File: config.mk
export PLATFORM = sky130hd
export DESIGN_NAME = vc_ingress_shaper
export DESIGN_NICKNAME = d
export VERILOG_FILES = /design/src/rtl/vc_ingress_shaper.sv
export SDC_FILE = /design/constraint.sdc
export NUM_CORES = 1
export LEC_CHECK = 0
export CAP_MARGIN = 20
export CORE_UTILIZATION = 50
export DETAILED_ROUTE_END_ITERATION = 6
export DONT_BUFFER_PORTS = 1
export GPL_TIMING_DRIVEN = 1
export PLACE_DENSITY_LB_ADDON = 0.25
export SLEW_MARGIN = 30
export SYNTH_ARGS = -nofsm -noshare
export SYNTH_HDL_FRONTEND = slang
export SYNTH_SLANG_ARGS = --single-unit
File: constraint.sdc
create_clock -name clk -period 4.5 [get_ports clk]
set_input_delay 1.35 -clock clk [delete_from_list [all_inputs] [get_ports clk]]
set_output_delay 1.35 -clock clk [all_outputs]
set_load 0.005 [all_outputs]
File: src/rtl/vc_ingress_shaper.sv
// Per-VC holding buffers with a pause/resume/error FSM per VC and a
// round-robin issue stage feeding the QoS demux.
module vc_ingress_shaper #(
    parameter int QUEUE_QUANTITY = 4,
    parameter int BUF_WIDTH      = 3,
    parameter int HOLD_DEPTH     = 2,
    parameter int DROP_CNT_BITS  = 8
) (
    input  logic                                    clk,
    input  logic                                    rst,
    input  logic                                    enb,
    input  logic                                    in_valid,
    input  logic [BUF_WIDTH:0]                      in_data,
    input  logic [$clog2(QUEUE_QUANTITY)-1:0]       in_vc,
    output logic                                    in_ready,
    input  logic [QUEUE_QUANTITY-1:0]               pausa,
    input  logic [QUEUE_QUANTITY-1:0]               continuar,
    input  logic [QUEUE_QUANTITY-1:0]               error_full,
    output logic                                    wr_valid,
    output logic [$clog2(QUEUE_QUANTITY)-1:0]       vc_id,
    output logic [BUF_WIDTH:0]                      data_word,
    output logic [QUEUE_QUANTITY*DROP_CNT_BITS-1:0] drop_count
);

    localparam int VW = $clog2(QUEUE_QUANTITY);
    localparam int DW = BUF_WIDTH + 1;
    localparam int PW = $clog2(HOLD_DEPTH);
    localparam int CW = PW + 1;
    localparam logic [CW-1:0] FULL = CW'(HOLD_DEPTH);
    localparam logic [DROP_CNT_BITS-1:0] DMAX = '1;

    typedef enum logic [1:0] {RUN, PAUSED, ERROR} state_t;

    state_t                   state_q [QUEUE_QUANTITY];
    state_t                   state_d [QUEUE_QUANTITY];
    logic [DW-1:0]            mem     [QUEUE_QUANTITY][HOLD_DEPTH];
    logic [PW-1:0]            rd      [QUEUE_QUANTITY];
    logic [PW-1:0]            wr      [QUEUE_QUANTITY];
    logic [CW-1:0]            cnt     [QUEUE_QUANTITY];
    logic [DROP_CNT_BITS-1:0] drop    [QUEUE_QUANTITY];

    logic [QUEUE_QUANTITY-1:0] flush;
    logic [QUEUE_QUANTITY-1:0] eligible;
    logic [QUEUE_QUANTITY-1:0] push;
    logic [QUEUE_QUANTITY-1:0] pop;
    logic [VW-1:0]             last_grant;
    logic [VW-1:0]             grant;
    logic [VW-1:0]             idx;
    logic                      grant_valid;
    logic                      accept;
    logic                      discard;
    logic                      store;

    assign in_ready = enb && !rst &&
                      (state_q[in_vc] == ERROR || cnt[in_vc] < FULL);
    assign accept   = in_valid && in_ready;
    // Words aimed at a VC in (or entering) ERROR are counted, never stored.
    assign discard  = accept &&
                      (state_q[in_vc] == ERROR || error_full[in_vc]);
    assign store    = accept && !discard;

    always_comb begin
        for (int v = 0; v < QUEUE_QUANTITY; v++) begin
            state_d[v] = state_q[v];
            flush[v]   = 1'b0;
            if (error_full[v]) begin
                state_d[v] = ERROR;
                flush[v]   = 1'b1;
            end else if (pausa[v]) begin
                if (state_q[v] == RUN) state_d[v] = PAUSED;
            end else if (continuar[v]) begin
                state_d[v] = RUN;
            end
            eligible[v] = (state_q[v] == RUN) && !pausa[v] &&
                          !error_full[v] && (cnt[v] != '0);
        end
    end

    // Round-robin search starting one past the last granted VC.
    always_comb begin
        grant_valid = 1'b0;
        grant       = '0;
        idx         = '0;
        for (int i = 1; i <= QUEUE_QUANTITY; i++) begin
            idx = last_grant + VW'(i);
            if (!grant_valid && eligible[idx]) begin
                grant_valid = 1'b1;
                grant       = idx;
            end
        end
    end

    always_comb begin
        for (int v = 0; v < QUEUE_QUANTITY; v++) begin
            push[v] = store && (in_vc == VW'(v));
            pop[v]  = grant_valid && (grant == VW'(v));
        end
    end

    always_ff @(posedge clk) begin
        if (store) mem[in_vc][wr[in_vc]] <= in_data;
    end

    always_ff @(posedge clk) begin
        if (rst) begin
            for (int v = 0; v < QUEUE_QUANTITY; v++) begin
                state_q[v] <= RUN;
                rd[v]      <= '0;
                wr[v]      <= '0;
                cnt[v]     <= '0;
                drop[v]    <= '0;
            end
            last_grant <= VW'(QUEUE_QUANTITY - 1);
            wr_valid   <= 1'b0;
            vc_id      <= '0;
            data_word  <= '0;
        end else if (enb) begin
            wr_valid <= grant_valid;
            if (grant_valid) begin
                vc_id      <= grant;
                data_word  <= mem[grant][rd[grant]];
                last_grant <= grant;
            end
            if (discard && drop[in_vc] != DMAX)
                drop[in_vc] <= drop[in_vc] + 1'b1;
            for (int v = 0; v < QUEUE_QUANTITY; v++) begin
                state_q[v] <= state_d[v];
                if (flush[v]) begin
                    cnt[v] <= '0;
                    rd[v]  <= wr[v];
                end else begin
                    if (push[v]) wr[v] <= wr[v] + 1'b1;
                    if (pop[v])  rd[v] <= rd[v] + 1'b1;
                    cnt[v] <= cnt[v] + CW'(push[v]) - CW'(pop[v]);
                end
            end
        end else begin
            wr_valid <= 1'b0;
        end
    end

    for (genvar v = 0; v < QUEUE_QUANTITY; v++) begin : g_drop
        assign drop_count[v*DROP_CNT_BITS +: DROP_CNT_BITS] = drop[v];
    end

endmodule

==> out/qor.yml, run 1 <==
run_status:
  status: "complete, no violations"
cells_and_area:
  drive_above_1_share_pct: 13.71
  final_net_count: 420
  fillers: 782
  utilization_pct: 55.64
  layout_common_cells: "88 x edfxtp_1, 49 x nor2_1, 27 x nand2_1"
  antenna_cells: 0
  final_common_cell: "edfxtp_1"
  area_delta_synth_final_pct: 7.369
placed_design:
  io_buffers: 0
  gp_congestion: 0.7803
  post-dp-hpwl_um: 6971
route:
  vias: 3056
  drt_pass1_iterations: 4
  drt_wl_total_um: 9950
  drt-initial-drc-count: 195
  avgViaCountPerCell: 5.843
  wl_per_cell_um: 19.02
  drtAntennaViolNets: 0
  drc: 0
sta:
  rsz0062_at_grt: "false"
  finalWorstPathRequiredPeriod_ps: 3705
  finalSetupTns_ps: 0
  fmax_mhz: 269.9
  slew_viol_final: 0
  relSlewSlack_pct: 43.85
  setup_violations: 0
  finalCritPeriodShare_pct: 82.34
  finalHoldViolCount: 0
  skew_ps: 15.72
  worst_pin_slew_ps: 834.6
global_routing:
  grt_antenna_before_repair: 0
  grt_max_degree: 34
  grt_pass1_wl_um: 16140
  grt_pass1_vias: 3047
  grt_overflow_total: 0
  grtUsageTotal_pct: 21.60
critical_path:
  crit_slowest_cell: "a211o_1"
  path_buf_inv: 1
  max_stage_delay_ps: 580
  worst_setup_path_end_kind: "register"
  critical-path-top-delay-family: "compound AO/OA/AOI/OAI gates"
  cp-start-kind: "input pin"
  crit_path_cell_trace: "nor4_1, o21ai_1, nor3_1, a211o_1, nor2_1, ha_1, inv_1, ha_1, xor2_1, xnor2_1, nor3_1"
  critPathKind: "input pin to register"
  critPathMaxFanout: 23
  cp.arrival_ps: 3810
  crit_required_ps: 4610
  r2r_slack_ps: 1280
clock_network:
  post_cts_buffers: 0
  tritoncts: "built"
  cts_root_buf: "clkbuf_8"
  cts_max_path_buffers: 2
  cts_made_buffers: 9
  cts.htree.levels: 3
  cts_resized: 0
  clk_pin_slew_ps: 100
  clk_latency_ps: 370
  cts_sinks: 97
  cts_hold_buf: 0
synthesis:
  yosys_warnings: 0
  synth-seq-cells: 97
  synth_edf_count: 88
  synth_cell_types: 55
  syn_area_um2: 4788
  synthFlopType: "edfxtp_1"
  synth_cells: 390
  avgSynthCellArea_um2: 12.28
  ys_async_sr_fraction_pct: 0
  syn-num-nets: 421
  yosysSeqAreaShare_pct: 58.95
floorplanning:
  die_h_um: 99.86
  initial_core_util_pct: 51.82
  rows: 35
  ios: 62
  core_area_um2: 9240
  die_w_um: 99.86
  die_area_um2: 9972
worst_hold_path:
  hp-class: "register to register"
pwr:
  leakagePower_nw: 1.930
  ir_worst_vdd_v: 0.0001783
  p_per_area_nw_per_um2: 365.6
run:
  maxCapViolations: 0
## layout make-up
class | count | area [um^2] | area share [%]
clock inverter | 7 | 106.4 | 2.069
timing repair buffer | 9 | 67.56 | 1.314
clock buffer | 9 | 123.9 | 2.409
sequential | 97 | 2823 | 54.90
tap | 129 | 161.4 | 3.139
multi-input combinational | 249 | 1773 | 34.49
inverter | 23 | 86.33 | 1.679
## stage by stage
stage | setup slack (ps) | hold slack (ps) | instances | cell area (um^2) | power, mW
after floorplan | 640.1 | 482.2 | 390 | 4788 | 1.219
after global placement | 476.6 | 521.1 | 507 | 4911 | 1.247
after detailed placement | 423.5 | 538.2 | 507 | 4911 | 1.249
after CTS | 813.3 | 552.6 | 523 | 5141 | 1.888
after global routing | 488.6 | 606.0 | 523 | 5141 | 1.944
final | 794.9 | 547.3 | 523 | 5141 | 1.880
## routing by layer
layer	wire [um]	global-route usage (%)	vias up
met5	0	0	-
met4	245	8.258	0
met3	743	5.780	29
met2	4725	34.22	99
met1	4235	28.62	1489
li1	-	-	1439
## cell families after synthesis
group                      Yosys count  synth area share, %
buffers and inverters               44                4.024
AOI/OAI and AO/OA                   60                8.362
DFF                                 97                58.95
and+or+nand+nor                    141                15.70
xor gates and xnor gates            14                2.561
muxes                               25                8.048
adders and majority gates            9                2.352
## worst paths after layout
| path | start | to | cells after the start |
|---|---|---|---|
| setup / recovery | error_full[1] | cnt[2][1] | 11 |
| hold / removal | vc_id[1] | vc_id[1] | 2 |
| setup reg to reg | state_q[1][0] | cnt[2][1] | 11 |
| hold reg to reg | vc_id[1] | vc_id[1] | 2 |
## registers in the layout, indices dropped and copies added, names as in the netlist
| register | cells |
|---|---|
| wr_valid | 1 |
| vc_id | 2 |
| wr | 4 |
| rd | 4 |
| last_grant | 2 |
| mem | 32 |
| state_q | 8 |
| drop | 32 |
| data_word | 4 |
| cnt | 8 |
## where the power goes
group / switching, mW / leakage [nW] / internal (mW)
clock network: 0.326 / 0.117 / 0.324
logic: 0.106 / 0.862 / 0.0797
registers: 0.0274 / 0.952 / 1.02
total: 0.459 / 1.93 / 1.42
## synth_stat cells, types with 3 or more instances
cell	number	area (um^2)
a211o_1	6	52.55
a211oi_1	5	37.54
a21oi_1	5	25.02
a31oi_1	5	31.28
and2_1	13	81.33
buf_2	7	35.03
clkbuf_1	10	37.54
dfxtp_1	9	180.2
edfxtp_1	88	2643
ha_1	9	112.6
inv_1	22	82.58
mux2_2	4	45.04
mux2i_1	10	100.1
mux4_2	10	225.2
nand2_1	27	101.4
nand3_1	3	15.01
nor2_1	49	183.9
nor3_1	7	35.03
nor3b_1	8	60.06
nor4_1	5	31.28
nor4b_1	4	35.03
o211ai_1	4	30.03
o21a_1	6	45.04
o21ai_0	19	95.09
or2_2	5	31.28
xnor2_1	5	43.79
xor2_1	9	78.83
## worst reg2reg max path: stages (launching register included)
cell and delay, ps:
edfxtp_1 440, nor4_1 400, o21ai_1 260, nor3_1 180
a211o_1 580, nor2_1 180, ha_1 320, inv_1 40
ha_1 190, xor2_1 180, xnor2_1 140, nor3_1 60
Power figures use the tool's default switching activity.
==> run 2: changes to the inputs <==
clock period = 3.7 ns   (was 4.5 ns; I/O delays follow)
==> out/qor.yml, run 2 (synthesis gave the netlist of run 1 again) <==
run_status:
  status: "complete, no violations"
global_routing:
  busiest_layer: "met2"
  grt_max_degree: 34
  use_met2_pct: 35.70
  grt_pass1_vias: 3040
  grtUsageMet3_pct: 5.432
  met1_usage_pct: 27.98
  grt_pass1_wl_um: 16170
  grt_antenna_before_repair: 0
  grtUsageTotal_pct: 21.81
  grt_overflow_total: 0
floorplanning:
  die_w_um: 99.86
  rows: 35
  initial_core_util_pct: 51.82
  die_h_um: 99.86
  ios: 62
  die_area_um2: 9972
  core_area_um2: 9240
clock_network:
  clk_pin_slew_ps: 100
  cts_max_path_buffers: 2
  cts_hold_buf: 0
  clk_latency_ps: 380
  cts_resized: 0
  cts_sinks: 97
  cts_made_buffers: 9
  cts_root_buf: "clkbuf_8"
  post_cts_buffers: 0
  tritoncts: "built"
  cts.htree.levels: 3
worst_hold_path:
  hp-class: "register to register"
  holdCritStartpoint: "vc_id[1]"
route:
  wl_per_cell_um: 19.12
  drt_wl_total_um: 10130
  drc: 0
  drt-initial-drc-count: 213
  avgViaCountPerCell: 5.762
  drtAntennaViolNets: 0
  drt_pass1_iterations: 5
  vias: 3054
critical_path:
  rr_startpoint: "state_q[2][1]"
  cp.arrival_ps: 3230
  critPathMaxFanout: 8
  crit_path_cell_trace: "nor4_2, o21ai_2, a211oi_1, a21oi_2, inv_1, and2_1, ha_1, inv_1, ha_1, xor2_1, xnor2_1, nor3_1"
  max_stage_delay_ps: 330
  worst_setup_path_end_kind: "register"
  cp-start-kind: "input pin"
  crit_required_ps: 3810
  crit_start: "pausa[3]"
  crit_slowest_cell: "a211oi_1"
  critPathKind: "input pin to register"
sta:
  finalHoldViolCount: 0
  finalWorstPathRequiredPeriod_ps: 3111
  worst_pin_slew_ps: 586.1
  rsz0062_at_grt: "false"
  finalSetupTns_ps: 0
  setup_violations: 0
  skew_ps: 17.25
  finalCritPeriodShare_pct: 84.09
  fmax_mhz: 321.4
  slew_viol_final: 0
  relSlewSlack_pct: 60.52
cells_and_area:
  fin_cells: 530
  drive_above_1_share_pct: 15.21
  final_net_count: 427
  antenna_cells: 0
  final_common_cell: "edfxtp_1"
  utilization_pct: 55.73
  area_delta_synth_final_pct: 7.552
  layout_common_cells: "88 x edfxtp_1, 49 x nor2_1, 27 x nand2_1"
placed_design:
  placed_cells: 514
  io_buffers: 0
  post-dp-hpwl_um: 7172
  gp_congestion: 0.8192
pwr:
  ir_worst_vdd_v: 0.0002168
  leakagePower_nw: 1.943
  total_power_mw: 2.161
  p_per_area_nw_per_um2: 419.7
run:
  maxCapViolations: 0
==> run 2: changes by cell type in the layout (fill, tap and decap cells not counted) <==
cell / previous run / this run
inv_6: 3 / 1
buf_4: 9 / 16
clkinv_2: 0 / 1
inv_8: 1 / 2
clkinv_4: 1 / 3
bufinv_16: 2 / 0
==> run 2: final timing paths <==
kind | to | slack [ps] | cells past startpoint
worst min-delay path | vc_id[1] | 540 | 2
worst max-delay path | cnt[1][1] | 590 | 12
worst max register to register | cnt[1][1] | 740 | 12
worst min register to register | vc_id[1] | 540 | 2
==> run 2: layout make-up <==
type | count | area, um^2
clock buffer | 9 | 123.9
clock inverter | 7 | 62.56
fill | 760 | 4090
inverter | 23 | 86.33
multi-input combinational | 249 | 1773
sequential | 97 | 2823
tap | 129 | 161.4
timing repair buffer | 16 | 120.1
==> run 2: routing by layer <==
layer	part of all wire [%]	vias to the layer above
met5	0	-
met4	1.6	0
met3	6.9	13
met2	48	97
met1	43	1489
li1	-	1455
==> run 2: power breakdown <==
group,internal (mW),leakage [nW],switching [mW]
Combinational,0.101,0.893,0.129
Clock,0.259,0.0976,0.403
Sequential,1.24,0.952,0.0334
Total,1.60,1.94,0.566
==> run 2: worst max-delay path, delay by kind of cell <==
family,cells,cell delay (ps)
and+or+nand+nor,3,530
xor gates and xnor gates,2,320
AOI/OAI and AO/OA,3,580
buffers and inverters,2,270
adders and majority gates,2,400
==> run 2: stage by stage <==
step / setup slack [ps] / hold WS, ps / instance area, um^2
floorplan: 80.11 / 482.2 / 4788
global route: 348.2 / 548.2 / 5150
finish: 588.7 / 535.8 / 5150
detailed placement: 185.6 / 527.9 / 4964
CTS: 582.8 / 542.1 / 5150
global placement: 272.1 / 524.6 / 4964
==> variant: new RTL, config.mk and constraints of run 1 <==
Set the parameter `HOLD_DEPTH` to 4 (it was 2).
--- a/src/rtl/vc_ingress_shaper.sv
+++ b/src/rtl/vc_ingress_shaper.sv
@@ -3,7 +3,7 @@
 module vc_ingress_shaper #(
     parameter int QUEUE_QUANTITY = 4,
     parameter int BUF_WIDTH      = 3,
-    parameter int HOLD_DEPTH     = 2,
+    parameter int HOLD_DEPTH     = 4,
     parameter int DROP_CNT_BITS  = 8
 ) (
     input  logic                                    clk,
Check against the original RTL: not equivalent (a bounded check fails within 4 cycles, from zero or initial values and one cycle with rst high).
==> variant against run 1 <==
Synthesized cell count increased by 44%; via count increased by 48%; wire length increased by 55%; critical path depth increased by 2; critical path type unchanged; die area increased by 43%; utilization increased by 1.8 points; setup slack got worse by 0.15 ns; sequential cell count increased by 44; global-route usage increased by 1.8 points; highest routed layer unchanged; synthesized area increased by 44%; first-iteration DRC count increased by 92%; critical endpoint is now cnt[1][2]; power increased by 70%; sequential power increased by 47%; cell area increased by 49%.
==> variant: results (changes against run 1) <==
- Status: finished, final reports clean (unchanged)
- Drt first pass iters: 5 (was 4)
- Hold Crit Class: flop to flop (unchanged)
- Max FFs per register: 64
- Async SR Flop Fraction: 0% (unchanged)
- Mean routed wirelength per cell: 20.6 µm (was 19.0 µm)
- Compound-Gate Fraction of Synth Area: 10.3% (was 8.36%)
- Final setup viols: 0 (unchanged)
- Number of global-route vias before repair: 4679 (was 3047)
- WP data arrival: 4.03 ns (was 3.81 ns)
- H-tree depth: 4 (was 3)
- Fillers: 1077 (was 782)
- GP Congestion: 0.902 (was 0.780)
- Clock Tree Buf Depth: 2 (unchanged)
- LEAKAGE: 2.71 nW (was 1.93 nW)
- Top area cells in the synthesized netlist: edfxtp_1 57%, nor2_1 5.1%, mux4_2 3.6%, dfxtp_1 2.6%, nand2b_1 2.0% (was edfxtp_1 55%, mux4_2 4.7%, nor2_1 3.8%, dfxtp_1 3.8%, ha_1 2.4%)
- I/O Buffers: 0 (unchanged)
- Initial DRC Count: 374 (was 195)
- Post-DP HPWL: 10.8 mm (was 6.97 mm)
- Pin count of the biggest net entering global routing: 32 (was 34)
- Sequential share of the synthesized area: 59.9% (was 58.9%)
- Post-synthesis mux area share: 5.41% (was 8.05%)
- Top cells by count, synth: 132 x edfxtp_1, 94 x nor2_1, 28 x inv_1, 22 x nand2b_1 (was 88 x edfxtp_1, 49 x nor2_1, 27 x nand2_1, 22 x inv_1, 19 x o21ai_0)
- Worst clock skew: 0.00978 ns (was 0.0157 ns)
- First-pass GRT wire length: 24.9 mm (was 16.1 mm)
- Setup Fix Bufs, Post-CTS: 0 (unchanged)
- Post-synth EDFFs: 132 (was 88)
- ANT cells: 0 (unchanged)
- Xor-xnor portion of the synthesized cell area: 2.79% (was 2.56%)
- Peak fanout along the critical path: 12 (was 23)
- TritonCTS Buffers: 17 (was 9)
- Count of cell types in the netlist: 59 (was 55)
- Net Count, Synth: 598 (was 421)
- Slew Limit Headroom: 56.7% (was 43.8%)
- PwrDens: 417 nW/µm² (was 366 nW/µm²)
- Via density: 5.99 (was 5.84)
- GRT Util Overall: 23.4% (was 21.6%)
- Maximum VDD drop: 292 µV (was 178 µV)
- Reg2Reg Setup Slack: 1.07 ns (was 1.28 ns)
- Cts repair resizes: 0 (unchanged)
- Hold Slack: 0.473 ns (was 0.547 ns)
- Root buffer cell: clkbuf_16 (was clkbuf_8)
- Yosys warnings: 0 (unchanged)
- Initial antenna violation count: 0 (unchanged)
- Worst skew pair latency: 0.42 ns (was 0.37 ns)
- Share of cells above drive strength 1: 14.8% (was 13.7%)
- Post-Synth Adder-Cell Area: 2.79% (was 2.35%)
- Worst-path clk slew: 0.06 ns (was 0.10 ns)
variant: cell types whose count changed in the layout (fill, tap and decap cells not counted), sizes merged, moves of 8 or more:
cell / run 1 / this run
nand2: 28 / 18
nor2: 49 / 95
nand2b: 0 / 22
nand3: 4 / 13
or2: 6 / 16
o22ai: 0 / 16
o221ai: 2 / 10
edfxtp: 88 / 132
clkbuf: 9 / 18
variant: metal layers:
layer | vias to the layer above | global-route usage (%) | part of all wire, %
li1 | 2078 | - | -
met1 | 2262 | 29.6 | 43
met2 | 152 | 37.6 | 48
met3 | 16 | 7.22 | 7.3
met4 | 0 | 9.38 | 1.5
met5 | - | 0 | 0
variant: layout make-up:
type / instances / area [µm²] / area share (%)
Timing Repair Buffer: 12 / 90.1 / 1.17
Clock buffer: 18 / 429 / 5.59
Inverter: 28 / 105 / 1.37
Tap cell: 176 / 220 / 2.87
Clock inverter: 13 / 150 / 1.96
Multi-Input combinational cell: 364 / 2530 / 33.0
Sequential cell: 141 / 4140 / 54.0
variant: cell families (layout without fill, tap and decap cells):
family | count (synthesis) | count (layout)
flops | 141 | 141
xor+xnor | 22 | 22
simple gates | 212 | 212
compound gates | 94 | 94
buf+inv | 58 | 71
mux | 23 | 23
fa+ha+maj | 13 | 13
variant: final timing paths:
path               end  cells past startpoint           from
min           vc_id[1]                      2       vc_id[1]
max          cnt[1][2]                     13  error_full[3]
max reg2reg  cnt[3][2]                     14  state_q[0][0]
min reg2reg   vc_id[1]                      2       vc_id[1]
variant: critical path, stage by stage:
cell     delay, ns
or4_4         0.57
o22ai_4       0.30
a21oi_1       0.10
o21ai_0       0.30
inv_1         0.12
ha_1          0.28
inv_1         0.06
ha_1          0.13
inv_1         0.05
fa_1          0.39
xor2_1        0.17
xnor2_1       0.13
nor3_1        0.06
variant: per-stage QoR:
stage	power, mW	util [%]	setup slack (ns)	instances	instance area, µm²
2_1_floorplan	1.77	-	0.0870	563	6910
3_3_place_gp	1.83	53.1	0.301	721	7090
6_report	3.20	57.5	0.641	752	7670
3_5_place_dp	1.84	53.1	0.226	721	7090
4_1_cts	3.21	57.5	0.679	752	7670
5_1_grt	3.29	57.5	0.498	752	7670
variant: power breakdown:
group	switching, mW	total (mW)	internal, mW
Combinational	0.162	0.286	0.124
Sequential	0.0457	1.53	1.48
Clock	0.520	1.38	0.860
Total	0.728	3.20	2.47
